$ cat src/rtl/mips_pkg.sv
// ============================================================================
// mips_pkg
//   Shared definitions for the multicycle MIPS core: datapath word width,
//   PC increment, default reset/exception vectors and the fetch sequencer
//   state encoding.
// ============================================================================
`default_nettype none

package mips_pkg;

   localparam int                WORD_W               = 32;
   localparam logic [WORD_W-1:0] PC_INCR              = 32'd4;
   localparam logic [WORD_W-1:0] DEFAULT_RESET_VECTOR = 32'h0000_0000;
   localparam logic [WORD_W-1:0] DEFAULT_EXC_VECTOR   = 32'h0000_0180;

   typedef enum logic [1:0] {
      BOOT  = 2'd0,
      REQ   = 2'd1,
      ISSUE = 2'd2,
      DRAIN = 2'd3
   } fetch_state_t;

endpackage

`default_nettype wire

$ cat src/rtl/fetch_sequencer.sv
// ============================================================================
// fetch_sequencer
//   Owns the program counter, issues word fetches to instruction memory over
//   a req/ack handshake and presents each fetched word to decode over a
//   valid/ready handshake. Handles branch/jump redirects and exception
//   vectoring, including squashing a fetch that is already in flight.
//
//   Ports:
//     clock, reset_n             clock (rising edge), async active-low reset
//     imem_req/imem_addr         fetch request, address held until ack
//     imem_ack/imem_rdata        request accepted, instruction word
//     instr_valid/instr/instr_pc instruction offered to decode
//     dec_ready                  decode accepts the instruction
//     stall                      hazard hold, blocks hand-off to decode
//     redirect_valid/_target     taken branch/jump pulse and target
//     exception                  exception pulse, vectors to EXC_VECTOR
//     epc                        PC captured at the last exception
//     pc                         address of the next fetch
// ============================================================================
`default_nettype none

module fetch_sequencer
   import mips_pkg::*;
#(
   parameter logic [WORD_W-1:0] RESET_VECTOR = DEFAULT_RESET_VECTOR,
   parameter logic [WORD_W-1:0] EXC_VECTOR   = DEFAULT_EXC_VECTOR
) (
   input  logic              clock,
   input  logic              reset_n,
   output logic              imem_req,
   output logic [WORD_W-1:0] imem_addr,
   input  logic              imem_ack,
   input  logic [WORD_W-1:0] imem_rdata,
   output logic              instr_valid,
   output logic [WORD_W-1:0] instr,
   output logic [WORD_W-1:0] instr_pc,
   input  logic              dec_ready,
   input  logic              stall,
   input  logic              redirect_valid,
   input  logic [WORD_W-1:0] redirect_target,
   input  logic              exception,
   output logic [WORD_W-1:0] epc,
   output logic [WORD_W-1:0] pc
);

   fetch_state_t      state, state_nxt;
   logic [WORD_W-1:0] pc_nxt, addr_nxt, instr_nxt, instr_pc_nxt, epc_nxt;
   logic              valid_nxt;

   logic              flow_change;
   logic [WORD_W-1:0] target;

   // Target alignment drops the byte-offset bits of the redirect.
   logic              unused_target_bits;
   assign unused_target_bits = ^redirect_target[1:0];

   // Exception outranks redirect; either one changes the flow.
   assign flow_change = exception | redirect_valid;
   assign target      = exception ? EXC_VECTOR : {redirect_target[WORD_W-1:2], 2'b00};

   // A request stays up in DRAIN too: it cannot be withdrawn once issued.
   assign imem_req = (state == REQ) || (state == DRAIN);

   always_ff @(posedge clock or negedge reset_n) begin
      if (!reset_n) begin
         state       <= BOOT;
         pc          <= RESET_VECTOR;
         imem_addr   <= '0;
         instr_valid <= 1'b0;
         instr       <= '0;
         instr_pc    <= '0;
         epc         <= '0;
      end else begin
         state       <= state_nxt;
         pc          <= pc_nxt;
         imem_addr   <= addr_nxt;
         instr_valid <= valid_nxt;
         instr       <= instr_nxt;
         instr_pc    <= instr_pc_nxt;
         epc         <= epc_nxt;
      end
   end

   always_comb begin
      state_nxt    = state;
      pc_nxt       = pc;
      addr_nxt     = imem_addr;
      valid_nxt    = instr_valid;
      instr_nxt    = instr;
      instr_pc_nxt = instr_pc;
      epc_nxt      = epc;

      // The faulting instruction is the one held for decode in ISSUE;
      // otherwise it is the address currently (or last) being fetched.
      if (exception) begin
         epc_nxt = (state == ISSUE) ? instr_pc : imem_addr;
      end

      case (state)
         BOOT: begin
            pc_nxt    = flow_change ? target : pc;
            addr_nxt  = pc_nxt;
            valid_nxt = 1'b0;
            state_nxt = REQ;
         end

         REQ: begin
            if (imem_ack) begin
               if (flow_change) begin
                  // Returned word is on the wrong path: refetch at target.
                  pc_nxt   = target;
                  addr_nxt = target;
               end else begin
                  instr_nxt    = imem_rdata;
                  instr_pc_nxt = imem_addr;
                  pc_nxt       = pc + PC_INCR;
                  valid_nxt    = 1'b1;
                  state_nxt    = ISSUE;
               end
            end else if (flow_change) begin
               pc_nxt    = target;
               state_nxt = DRAIN;
            end
         end

         ISSUE: begin
            if (flow_change) begin
               valid_nxt = 1'b0;
               pc_nxt    = target;
               addr_nxt  = target;
               state_nxt = REQ;
            end else if (dec_ready && !stall) begin
               valid_nxt = 1'b0;
               addr_nxt  = pc;
               state_nxt = REQ;
            end
         end

         DRAIN: begin
            // Later flow changes only retarget the PC; the stale request
            // still has to be acked before the new fetch can go out.
            if (flow_change) begin
               pc_nxt = target;
            end
            if (imem_ack) begin
               addr_nxt  = pc_nxt;
               state_nxt = REQ;
            end
         end

         default: begin
            state_nxt = BOOT;
         end
      endcase
   end

endmodule

`default_nettype wire

$ cat config.mk
export PLATFORM = sky130hd
export DESIGN_NAME = fetch_sequencer
export DESIGN_NICKNAME = d
export VERILOG_FILES = /design/src/rtl/mips_pkg.sv /design/src/rtl/fetch_sequencer.sv
export SDC_FILE = /design/constraint.sdc
export NUM_CORES = 1
export LEC_CHECK = 0
export CORE_ASPECT_RATIO = 2
export CORE_MARGIN = 3
export CORE_UTILIZATION = 45
export DETAILED_ROUTE_END_ITERATION = 10
export GPL_TIMING_DRIVEN = 0
export PLACE_DENSITY = 0.78
export SLEW_MARGIN = 0
export SYNTH_ARGS = -nofsm -noshare
export SYNTH_HDL_FRONTEND = slang
export SYNTH_SLANG_ARGS = --single-unit
$ cat constraint.sdc
create_clock -name clock -period 4.4 [get_ports clock]
set_input_delay 0.88 -clock clock [delete_from_list [all_inputs] [get_ports clock]]
set_output_delay 0.88 -clock clock [all_outputs]
set_load 0.05 [all_outputs]
==> results.sh <==
export IMPL_grt_busiest_layer="met2"
export IMPL_synth_top_family_by_area="simple AND/OR/NAND/NOR gates"
export IMPL_mostFrequentLayoutCells="nand2_1, clkdlybuf4s50_1, dfrtp_1"
export IMPL_p_per_area_nw_per_um2=486
export IMPL_floorplan_initialDensity_pct=46.4
export IMPL_grt_util_all_layers_pct=25.6
export IMPL_h_tree_depth=4
export IMPL_ir_drop_mv=0.280
export IMPL_rows=65
export IMPL_synth_ff_type="dfrtp_1"
export IMPL_leakage_nw=4.79
export IMPL_drcViolationCount=0
export IMPL_routed_wl_um=23300
export IMPL_grt_ovfl_total=0
export IMPL_gp_congestion=0.940
export IMPL_ioPinCount=233
export IMPL_postCtsHoldBufs=0
export IMPL_yosysWarningCount=0
export IMPL_viasPerCell=5.36
export IMPL_max_freq_ghz=0.318
export IMPL_drt_iter0_drc=376
export IMPL_dp_hpwl_um=17600
export IMPL_muxShareOfSynthArea_pct=8.26
export IMPL_cts_tree="done"
export IMPL_grtUsageMet1_pct=27.9
export IMPL_first_global_vias=6792
export IMPL_hold_slack_ps=356
export IMPL_syn_area_per_cell_um2=9.46
export IMPL_cts_resized=0
export IMPL_finalCritPeriodShare_pct=71.5
export IMPL_cts_path_max_buffers=2
export IMPL_switching_share_pct=38.8
export IMPL_cp_end_kind="flop"
export IMPL_run_status="finished, final reports clean"
export IMPL_synth_xor_area_share_pct=3.08
export IMPL_timing_critical_path_arrival_ps=3470
export IMPL_hp_class="in2async"
export IMPL_cts_buffers=17
export IMPL_start_kind="input pin"
export IMPL_setup_viol=0
export IMPL_portBuffers=229
export IMPL_p_int_mw=3.15
export IMPL_synthCells=781
export IMPL_grt_max_degree=116
export IMPL_period_needed_ps=3150
export IMPL_ys_seq_elements=163
export IMPL_fin_util_pct=66.4
export IMPL_synth_compound_gate_area_share_pct=9.40
export IMPL_cp_max_fo=8
export IMPL_maxCapViolCount=0
export IMPL_grt_use_met2_pct=46.2
export IMPL_synth_simple_gate_area_share_pct=21.1
export IMPL_crit_type="in2reg"
export IMPL_finClkSkew_ps=10.4
export IMPL_die_width_um=96.6
export IMPL_synth_seq_area_share_pct=55.2
export IMPL_grt_pass1_wl_um=36900
export IMPL_antenna_left=0
export IMPL_clk_latency_ps=420
export IMPL_vias=6690
export IMPL_cts_root_buf="clkbuf_16"
export IMPL_p_seq_share_pct=37.0
export IMPL_ys_types=45
export IMPL_die_area_um2=18100
export IMPL_cts_clk_slew_worst_paths_ps=70
export IMPL_synth_edff_count=0
export IMPL_maxSlewViolCount=0
export IMPL_worstMarginPinSlew_ps=982
export IMPL_post_cts_buffers=0
export IMPL_finalHoldViolCount=0
export IMPL_layout_nets=1103
export IMPL_cp_required_ps=4730
export IMPL_antenna_found_initial=2
export IMPL_synthAdderAreaFrac_pct=0.169
export IMPL_syn_area_um2=7390
export IMPL_first_pass_iters=5
export IMPL_rsz0062_at_grt="false"
export IMPL_p_clk_share_pct=28.9
export IMPL_grtUsageMet3_pct=4.33
export IMPL_async_flop_share_pct=100
export IMPL_core_area_um2=15900
export IMPL_layout_commonest_cell="nand2_1"
export IMPL_cts_sinks=163
export IMPL_syn_nets=853
export IMPL_power_switching_mw=2.00
export IMPL_power_frac_comb_pct=34.1
export IMPL_syn_to_final_growth_pct=43.1
export IMPL_routedWlPerCell_um=18.7
export IMPL_fp_dieH_um=187
export IMPL_final_layout_size_suffix_gt1_share_pct=4.12
export IMPL_slew_headroom_pct=34.3
## power groups by stage
stage	Combinational, mW	Clock [mW]	Sequential (mW)
floorplan	0.305	0	2.68
global placement	1.74	0	1.92
detailed placement	1.76	0	1.93
CTS	1.77	1.51	1.90
global route	1.83	1.57	1.94
finish	1.75	1.49	1.91
## cell usage after synthesis (2+ instances only)
| master | count | area share (%) |
|---|---|---|
| and2_1 | 4 | 0.34 |
| nor2b_1 | 3 | 0.25 |
| mux2i_1 | 61 | 8.3 |
| a21oi_1 | 43 | 2.9 |
| o21ai_0 | 6 | 0.41 |
| or3_1 | 2 | 0.17 |
| nand3_1 | 10 | 0.68 |
| nand4_1 | 9 | 0.76 |
| and3_1 | 5 | 0.42 |
| xor2_1 | 11 | 1.3 |
| a311oi_1 | 2 | 0.24 |
| nand2b_1 | 2 | 0.17 |
| nor2_1 | 65 | 3.3 |
| clkbuf_1 | 48 | 2.4 |
| xnor2_1 | 15 | 1.8 |
| o22ai_1 | 2 | 0.17 |
| a22o_1 | 2 | 0.24 |
| inv_1 | 2 | 0.10 |
| nor4_1 | 8 | 0.68 |
| nor3_1 | 2 | 0.14 |
| o31ai_1 | 29 | 2.9 |
| dfrtp_1 | 163 | 55 |
| and4_1 | 4 | 0.47 |
| nand2_1 | 244 | 12 |
| a211oi_1 | 19 | 1.9 |
## state kept, by name, summed over array words and instances, names as in the netlist
| register | flops |
|---|---|
| imem_addr | 32 |
| instr | 32 |
| state | 2 |
| instr_pc | 32 |
| pc | 32 |
| instr_valid | 1 |
| epc | 32 |
## metal layers
layer / vias up / routed length, µm
met5: - / 0
met4: 0 / 1110
met3: 62 / 1180
met2: 294 / 12600
met1: 3190 / 8470
li1: 3144 / -
## worst max-delay path: stages
cell	delay, ps
clkdlybuf4s50_1	600
nand4b_1	500
nor3_1	840
nand4_1	210
xor2_1	180
a211oi_1	260
## area by class of cell
type / count / area (µm²)
timing repair buffer: 231 / 2330
multi-input combinational: 564 / 3100
inverter: 3 / 11.3
tap: 201 / 251
fill: 1286 / 5360
buffer: 51 / 196
clock inverter: 14 / 155
antenna: 2 / 5.00
sequential: 163 / 4080
clock buffer: 18 / 439
## logic make-up (layout without fill, tap and decap cells)
group | Yosys count | count (layout)
mux | 61 | 61
simple gates | 368 | 368
compound gates | 108 | 108
fa+ha+maj | 1 | 1
flops | 163 | 163
buf+inv | 54 | 317
other cells | 0 | 2
xor+xnor | 26 | 26
## metrics by stage
| stage | cell area (µm²) | cells | setup TNS, ps | power (mW) | worst slack (ps) |
|---|---|---|---|---|---|
| finish | 10600 | 1247 | 0 | 5.15 | 1250 |
| global route | 10600 | 1247 | 0 | 5.34 | 1210 |
| CTS | 10600 | 1245 | 0 | 5.18 | 1340 |
| detailed placement | 9980 | 1213 | 0 | 3.69 | 919 |
| global placement | 9930 | 1211 | -678460 | 3.66 | -4180 |
| floorplan | 7390 | 781 | 0 | 2.98 | 1840 |
## path summary, 6_finish.rpt
path / slack, ps / start / cells past startpoint / endpoint
setup / recovery: 1250 / imem_ack / 6 / pc[16]
hold / removal: 360 / reset_n / 1 / instr[11]
setup reg to reg: 1580 / pc[3] / 6 / pc[16]
hold reg to reg: 470 / instr[24] / 2 / instr[24]
max in group asynchronous: 3140 / reset_n / 2 / epc[7]
min in group clock: 470 / instr[24] / 2 / instr[24]
(Power assumes the default switching activity.)
